<file path="config.mk">
export PLATFORM = sky130hd
export DESIGN_NAME = calc_input_seq
export DESIGN_NICKNAME = d
export VERILOG_FILES = /design/src/rtl/calc_pkg.sv /design/src/rtl/calc_debounce.sv /design/src/rtl/calc_input_seq.sv
export SDC_FILE = /design/constraint.sdc
export NUM_CORES = 1
export LEC_CHECK = 0
export CORE_MARGIN = 8
export CORE_UTILIZATION = 48
export DETAILED_ROUTE_END_ITERATION = 7
export PLACE_DENSITY = 0.77
export SLEW_MARGIN = 5
export SYNTH_ARGS = -nofsm -noshare
export SYNTH_HDL_FRONTEND = slang
export SYNTH_SLANG_ARGS = --single-unit
</file>
<file path="constraint.sdc">
create_clock -name clk -period 1.6 [get_ports clk]
set_input_delay 0.32 -clock clk [delete_from_list [all_inputs] [get_ports clk]]
set_output_delay 0.32 -clock clk [all_outputs]
set_load 0.02 [all_outputs]
</file>
<file path="src/rtl/calc_pkg.sv">
// Shared types and field layout for the calculator input sequencer.
package calc_pkg;

  typedef enum logic [1:0] {
    S_A     = 2'd0,
    S_B     = 2'd1,
    S_OP    = 2'd2,
    S_READY = 2'd3
  } state_t;

  localparam int OPND_W = 3;
  localparam int OP_W   = 2;
  localparam int CALC_W = 2 * OPND_W + OP_W;

  typedef enum logic [OP_W-1:0] {
    OP_ADD = 2'd0,
    OP_SUB = 2'd1,
    OP_AND = 2'd2,
    OP_OR  = 2'd3
  } op_t;

  localparam int A_LSB  = 0;
  localparam int B_LSB  = OPND_W;
  localparam int OP_LSB = 2 * OPND_W;

  function automatic logic [CALC_W-1:0] pack_calc(input op_t op,
                                                   input logic [OPND_W-1:0] b,
                                                   input logic [OPND_W-1:0] a);
    logic [CALC_W-1:0] word;
    word = '0;
    word[OP_LSB +: OP_W]  = op;
    word[B_LSB +: OPND_W] = b;
    word[A_LSB +: OPND_W] = a;
    return word;
  endfunction

endpackage

</file>
<file path="src/rtl/calc_debounce.sv">
// Button conditioner: synchronizer, optional debounce (CALC_SEQ_DEBOUNCE_EN), rising-edge strobe.
module calc_debounce
  import calc_pkg::*;
#(
  parameter int SYNC_STAGES     = 2,
  parameter int DEBOUNCE_CYCLES = 1000
) (
  input  logic clk,
  input  logic rst_n,
  input  logic btn,
  output logic rise
);

  logic [SYNC_STAGES-1:0] sync;
  logic [SYNC_STAGES-1:0] settle;
  logic                   sync_level;
  logic                   level;
  logic                   hist;
  logic                   armed;

  always_ff @(posedge clk or negedge rst_n) begin
    if (!rst_n) begin
      sync   <= '0;
      settle <= '0;
    end else begin
      sync   <= {sync[SYNC_STAGES-2:0], btn};
      settle <= {settle[SYNC_STAGES-2:0], 1'b1};
    end
  end

  assign sync_level = sync[SYNC_STAGES-1];

`ifdef CALC_SEQ_DEBOUNCE_EN
  localparam int CNT_W = 16;
  logic [CNT_W-1:0] cnt;
  logic             deb;

  always_ff @(posedge clk or negedge rst_n) begin
    if (!rst_n) begin
      cnt <= '0;
      deb <= 1'b0;
    end else if (sync_level == deb) begin
      cnt <= '0;
    end else if (cnt == CNT_W'(DEBOUNCE_CYCLES - 1)) begin
      deb <= sync_level;
      cnt <= '0;
    end else begin
      cnt <= cnt + 1'b1;
    end
  end

  assign level = deb;
`else
  localparam int unused_debounce_cycles = DEBOUNCE_CYCLES;
  assign level = sync_level;
`endif

  // A button held through reset must be seen released (once the chain holds
  // post-reset samples) before any rising edge is honoured.
  always_ff @(posedge clk or negedge rst_n) begin
    if (!rst_n) begin
      hist  <= 1'b0;
      armed <= 1'b0;
    end else begin
      hist  <= level;
      armed <= armed | (settle[SYNC_STAGES-1] & ~sync_level);
    end
  end

  assign rise = level & ~hist & armed;

endmodule

</file>
<file path="src/rtl/calc_input_seq.sv">
// Calculator operand/opcode entry sequencer: A, B, OP captured on successive load presses.
// Optional load-button debounce enabled by defining CALC_SEQ_DEBOUNCE_EN.
module calc_input_seq
  import calc_pkg::*;
#(
  parameter int SYNC_STAGES     = 2,
  parameter int DEBOUNCE_CYCLES = 1000
) (
  input  logic       clk,
  input  logic       rst_n,
  input  logic       ena,
  input  logic [7:0] data_in,
  input  logic       load_btn,
  input  logic       clr_btn,
  output logic [7:0] calc_out,
  output logic       calc_valid,
  output logic [1:0] state
);

  logic                   load_pulse;
  logic [SYNC_STAGES-1:0] clr_sync;
  logic                   clr;
  state_t                 state_q;
  state_t                 state_d;
  logic                   cap_a;
  logic                   cap_b;
  logic                   cap_op;
  logic [OPND_W-1:0]      a;
  logic [OPND_W-1:0]      b;
  logic                   unused_data_bits;

  assign unused_data_bits = ^data_in[7:3];

  calc_debounce #(
    .SYNC_STAGES    (SYNC_STAGES),
    .DEBOUNCE_CYCLES(DEBOUNCE_CYCLES)
  ) u_load_deb (
    .clk  (clk),
    .rst_n(rst_n),
    .btn  (load_btn),
    .rise (load_pulse)
  );

  always_ff @(posedge clk or negedge rst_n) begin
    if (!rst_n) clr_sync <= '0;
    else        clr_sync <= {clr_sync[SYNC_STAGES-2:0], clr_btn};
  end

  assign clr = clr_sync[SYNC_STAGES-1];

  always_ff @(posedge clk or negedge rst_n) begin
    if (!rst_n) state_q <= S_A;
    else        state_q <= state_d;
  end

  // Clear wins over load and ignores ena; a load pulse while disabled is dropped.
  always_comb begin
    state_d = state_q;
    cap_a   = 1'b0;
    cap_b   = 1'b0;
    cap_op  = 1'b0;
    if (clr) begin
      state_d = S_A;
    end else if (ena && load_pulse) begin
      case (state_q)
        S_A:     begin cap_a  = 1'b1; state_d = S_B;     end
        S_B:     begin cap_b  = 1'b1; state_d = S_OP;    end
        S_OP:    begin cap_op = 1'b1; state_d = S_READY; end
        S_READY: begin cap_a  = 1'b1; state_d = S_B;     end
        default: state_d = S_A;
      endcase
    end
  end

  // op has no working copy: it is captured straight into calc_out with a and b.
  always_ff @(posedge clk or negedge rst_n) begin
    if (!rst_n) begin
      a          <= '0;
      b          <= '0;
      calc_out   <= '0;
      calc_valid <= 1'b0;
    end else if (clr) begin
      a          <= '0;
      b          <= '0;
      calc_out   <= '0;
      calc_valid <= 1'b0;
    end else begin
      if (cap_a) begin
        a          <= data_in[OPND_W-1:0];
        calc_valid <= 1'b0;
      end
      if (cap_b) b <= data_in[OPND_W-1:0];
      if (cap_op) begin
        calc_out   <= pack_calc(op_t'(data_in[OP_W-1:0]), b, a);
        calc_valid <= 1'b1;
      end
    end
  end

  assign state = state_q;

endmodule

</file>
==> flow_metrics.tcl, run 1 <==
set metrics [dict create \
    netlist_area_um2 1030 \
    synth_mux_area_frac 0.146 \
    yosys_warnings 0 \
    synth-seq-area-share 0.605 \
    reg2reg_from "state[0]" \
    final_nets 116 \
    period_needed_ns 1.41 \
    cp.buffers_inverters 1 \
    detail_route.iter0.violations 5 \
    htreeDepth 1 \
    grt_antenna_before_repair 0 \
    arrival_ns 1.09 \
    worstPathCellList "dlygate4sd2_1" \
    fin_crit_sh 0.881 \
    synth_top_family_by_area "simple AND/OR/NAND/NOR gates" \
    path_clk_slew_ns 0.13 \
    setup.worst_path.start "state[0]" \
    drc 0 \
    r2r_cells 4 \
    io-pin-count 24 \
    grt_pass1_wl_mm 2.93 \
    gr-total-overflow 0 \
    clkLatencyLatePin_ns 0.31 \
    syn_to_final_growth_pct 20.6 \
    core_area_um2 2130 \
    syn_inst 79 \
    synth_nets 95 \
    synth_fa_ha_area_frac 0.0363 \
    clk_path_buf_depth 2 \
    drive_gt1_frac 0.0707 \
    ys_ff_latch 25 \
    start_kind "flop" \
    wl_per_cell_um 12.8 \
    design.die.area_um2 3890 \
    detail_route.first_pass.iterations 3 \
    slowest_stage "dfrtp_1" \
    synth_xor_area_frac 0 \
    max_freq_mhz 709 \
    leakage_nw 0.649 \
    dpl-instance-area_um2 1230 \
    num_rows 17 \
    worstMarginPinSlew_ns 0.502 \
    grtUsageTotal 0.0897 \
    holdCritPathClass "primary input to asynchronous set/reset pin" \
    fill_cells 191 \
    num_antenna_cells 0 \
    grt_max_degree 26 \
    finalClockSkew_ns 0.00933 \
    hold_buffers 0 \
    clockRootBuffer "clkbuf_4" \
    p_per_area_nw_per_um2 797 \
    critPathCapture "state[0]" \
    synth_compound_area_frac 0.0206 \
    die_h_um 62.4 \
    r2r_slack_ns 0.30 \
    crit_type "flop to output pin" \
    slew_violations 0 \
    cts_num_sinks 25 \
    critical-path-top-delay-family "flip-flops" \
    cap_violations 0 \
    viasPerCell 4.77 \
    setup-violations-final 0 \
    grt_pass1_vias 665 \
    final_antenna_net_count 0 \
    cp.required_ns 1.28 \
    hold_violations 0 \
    numCtsBuffers 3 \
    crit_fanout 5 \
    final_util 0.586 \
    peakVddDrop_v 0.000622 \
    end_kind "output pin" \
    via_count 606 \
    die_w_um 62.4 \
    synth-simple-area-share 0.148 \
    finalInstanceArea_um2 1250 \
    status "finished clean" \
    grt_setup_unrepaired "no" \
    gp_congestion 0.691 \
    wirelength_mm 1.63 \
    dp_hpwl_mm 1.19 \
    r2r_end "a[0]" \
    numPortBuffers 18 \
    synth_cell_types 17 \
    initial_core_util 0.486 \
    postSynthAreaPerCell_um2 13.1 \
    cts_tree "yes" \
    cp_num_cells 1 \
    cpPeakStageDelay_ns 0.43 \
    max-slew-margin-rel 0.666 \
]
==> synthesized netlist by cell type <==
cell type	number	area (µm²)
nand2b_1	18	113
conb_1	1	3.75
mux2_2	1	11.3
inv_1	3	11.3
and2_1	2	12.5
o22ai_1	1	6.26
nand2_1	1	3.75
nor2_1	2	7.51
a211oi_1	1	7.51
buf_6	2	22.5
ha_1	3	37.5
and4b_1	1	10.0
dfrtp_1	25	626
clkbuf_1	2	7.51
mux2i_1	14	140
a21o_1	1	7.51
nand2_2	1	6.26
==> sequential cells by signal, indices dropped and copies added (netlist names) <==
register           count
calc_out               8
a                      3
b                      3
clr_sync               2
state                  2
u_load_deb.settle      2
u_load_deb.sync        2
calc_valid             1
u_load_deb.armed       1
u_load_deb.hist        1
==> routing by layer <==
layer  share of wire  GRT usage
met1            0.45      0.103
met2            0.47      0.144
met3           0.069     0.0358
met4           0.015     0.0399
met5               0          0
==> cells by family (layout without fill, tap and decap cells) <==
| logic type | count (synthesis) | count (layout) |
|---|---|---|
| buffers and inverters | 7 | 27 |
| DFF | 25 | 25 |
| and+or+nand+nor | 25 | 25 |
| muxes | 15 | 15 |
| adders and majority gates | 3 | 3 |
| AOI/OAI and AO/OA | 3 | 3 |
| other | 1 | 1 |
==> final cells by class <==
type                       count  area [µm²]  area share
sequential                    25         626       0.502
tap                           28        35.0      0.0281
inverter                       3        11.3     0.00904
clock buffer                   4        26.3      0.0211
multi-input combinational     47         367       0.294
timing repair buffer          20         181       0.146
==> where the power goes <==
| part | leakage (nW) | internal [mW] | switching, mW | total (mW) |
|---|---|---|---|---|
| Combinational | 0.307 | 0.0349 | 0.0285 | 0.0634 |
| Sequential | 0.327 | 0.645 | 0.0111 | 0.656 |
| Clock | 0.0150 | 0.0974 | 0.176 | 0.274 |
| Total | 0.649 | 0.777 | 0.216 | 0.993 |
==> layout by cell type, fill, tap and decap left out <==
cell,n
nand2_1,1
conb_1,1
clkbuf_1,1
and4b_1,1
o22ai_1,1
mux2i_1,14
a211oi_1,1
ha_1,3
clkbuf_4,3
buf_4,2
dlygate4sd2_1,11
inv_1,3
nand2b_1,18
nor2_1,2
nand2_2,1
clkdlybuf4s50_1,7
dfrtp_1,25
mux2_2,1
and2_1,2
a21o_1,1
==> repair_timing <==
| action | 4_1_cts | 5_1_grt |
|---|---|---|
| endpoints found under the setup margin | 11 | 0 |
| buffers inserted | 0 | 0 |
| gates resized for setup | 11 | 0 |
==> stage by stage <==
step | setup WS (ns) | setup TNS (ns) | total power [mW] | std cells | hold WS, ns
final | 0.190 | 0 | 0.993 | 127 | 0.350
after global routing | 0.103 | 0 | 1.04 | 127 | 0.373
after CTS | 0.159 | 0 | 1.01 | 127 | 0.359
after detailed placement | -0.0670 | -0.223 | 0.735 | 123 | 0.335
after global placement | -0.0476 | -0.165 | 0.733 | 123 | 0.333
after floorplan | 0.271 | 0 | 0.698 | 79 | 0.0244
==> worst min-delay path by stage <==
stage	cells after the start	start	slack, ns	end
final	2	rst_n	0.35	a[1]
after global routing	2	rst_n	0.37	state[0]
after CTS	2	rst_n	0.36	a[1]
after detailed placement	0	u_load_deb.sync[0]	0.33	u_load_deb.sync[1]
after global placement	0	u_load_deb.sync[0]	0.33	u_load_deb.sync[1]
after floorplan	0	rst_n	0.02	a[0]
(Power assumes the default switching activity.)
==> run 2: changes to the inputs <==
--- a/config.mk
+++ b/config.mk
@@ -6,9 +6,8 @@
 export NUM_CORES = 1
 export LEC_CHECK = 0
 export CORE_MARGIN = 8
-export CORE_UTILIZATION = 48
+export CORE_UTILIZATION = 25
 export DETAILED_ROUTE_END_ITERATION = 7
-export PLACE_DENSITY = 0.77
 export SLEW_MARGIN = 5
 export SYNTH_ARGS = -nofsm -noshare
 export SYNTH_HDL_FRONTEND = slang
==> run 2 against run 1 <==
Non-clock buffer count is the same. Maximum frequency fell by 9.7%. Clock power grew 34%. Flip-flop and latch count unchanged. Highest routed layer unchanged. Register-to-register slack lost 0.03 ns. Cell count up 17%. Die area increased by 66%. Global-route usage down 2.8 points. Via count rose by 1.3%. Wire length is 11% higher.
==> flow_metrics.tcl, run 2 (synthesis gave the netlist of run 1 again) <==
set metrics [dict create \
    status "finished clean" \
    gr-total-overflow 0 \
    setup.worst_path.start "calc_out[2]" \
    num_rows 23 \
    fin_crit_sh 0.976 \
    min_from "u_load_deb.sync[0]" \
    clk_path_buf_depth 2 \
    period_needed_ns 1.56 \
    hold_buffers 0 \
    num_antenna_cells 0 \
    cp_num_cells 1 \
    final_cell_mix "dfrtp_1 (25), nand2b_1 (18), mux2i_1 (14), clkdlybuf4s50_1 (14)" \
    worstPathCellList "clkdlybuf4s50_1" \
    clkLatencyLatePin_ns 0.26 \
    cp.buffers_inverters 1 \
    wl_per_cell_um 12.2 \
    die_w_um 80.3 \
    wirelength_mm 1.81 \
    p_per_area_nw_per_um2 831 \
    via_count 614 \
    drc 0 \
    reg_top3 "calc_out x8, a x3, b x3" \
    crit_type "flop to output pin" \
    clockRootBuffer "clkbuf_8" \
    htreeDepth 1 \
    critical-path-top-delay-family "buffers and inverters" \
    setup_ws_ns 0.0379 \
    largest_reg_flops 8 \
    viasPerCell 4.12 \
    grt_setup_unrepaired "no" \
    grt_max_degree 26 \
    final_nets 116 \
    setup-violations-final 0 \
    core_area_um2 4000 \
    io-pin-count 24 \
    regMostFlops "calc_out" \
    cp.required_ns 1.28 \
    slowest_stage "clkdlybuf4s50_1" \
    end_kind "output pin" \
    syn_to_final_growth_pct 26.8 \
    hold_violations 0 \
    holdCritPathClass "flop to flop" \
    final_common_cell "dfrtp_1" \
    drive_gt1_frac 0.0808 \
    cap_violations 0 \
    power_mw 1.09 \
    initial_core_util 0.258 \
    detail_route.first_pass.iterations 2 \
    grtUsageTotal 0.0618 \
    die_h_um 80.3 \
    grt_antenna_before_repair 0 \
    finalClockSkew_ns 0.00324 \
    dp_hpwl_mm 1.34 \
    final_antenna_net_count 0 \
    numCtsBuffers 3 \
    arrival_ns 1.24 \
    detail_route.iter0.violations 32 \
    dpl_worst_slack_ns -0.108 \
    r2r_cells 4 \
    grt_pass1_vias 682 \
    cts_num_sinks 25 \
    numPortBuffers 18 \
    path_clk_slew_ns 0.09 \
    gp_congestion 0.664 \
    design.die.area_um2 6450 \
    slew_violations 0 \
    peakVddDrop_v 0.000207 \
    holdPathStages 0 \
    start_kind "flop" \
    cts_tree "yes" \
    cts_resized 2 \
    crit_fanout 2 \
    grt_pass1_wl_mm 3.17 \
    cpPeakStageDelay_ns 0.62 \
    reg2reg_from "state[0]" \
    leakage_nw 0.653 \
    max_freq_mhz 640 \
    post_cts_buffers 0 \
]
==> run 2: cell count changes in the layout (fill, tap and decap cells not counted), sizes merged <==
cell / previous run / this run
dlygate4sd2: 11 / 2
clkdlybuf4s50: 7 / 14
dlymetal6s2s: 0 / 2
clkbuf: 4 / 3
clkinv: 0 / 1
==> run 2: per-stage QoR <==
step	hold slack (ns)	instance area [µm²]	setup TNS [ns]	utilization	cells
floorplan	0.0244	1030	0	-	79
detailed placement	0.336	1260	-0.412	0.315	145
finish	0.354	1310	0	0.327	149
global placement	0.333	1260	-0.328	0.315	145
CTS	0.356	1310	0	0.326	149
global route	0.373	1310	0	0.327	149
==> run 2: cell type report <==
| class | instances | area [µm²] |
|---|---|---|
| multi-input combinational | 47 | 367 |
| tap | 50 | 62.6 |
| clock buffer | 3 | 41.3 |
| sequential | 25 | 626 |
| clock inverter | 1 | 5.00 |
| fill | 418 | 2690 |
| timing repair buffer | 20 | 198 |
| inverter | 3 | 11.3 |
==> run 2: worst paths after layout <==
kind / endpoint / slack (ns)
max: calc_out[2] / 0.04
min: u_load_deb.sync[1] / 0.35
max reg2reg: a[0] / 0.27
min reg2reg: u_load_deb.sync[1] / 0.35
max in group asynchronous: a[1] / 0.95
min in group asynchronous: calc_out[3] / 0.41
==> run 2: report_power, final <==
group	leakage [nW]	switching, mW	internal (mW)
Clock	0.0255	0.194	0.174
Combinational	0.301	0.0297	0.0351
Sequential	0.327	0.0110	0.645
==> run 2: metal layers <==
metal / GRT usage / vias to the layer above / share of wire
met5: 0 / - / 0
met4: 0.0436 / 0 / 0.017
met2: 0.0994 / 9 / 0.51
met1: 0.0732 / 313 / 0.43
li1: - / 290 / -
met3: 0.0100 / 2 / 0.039
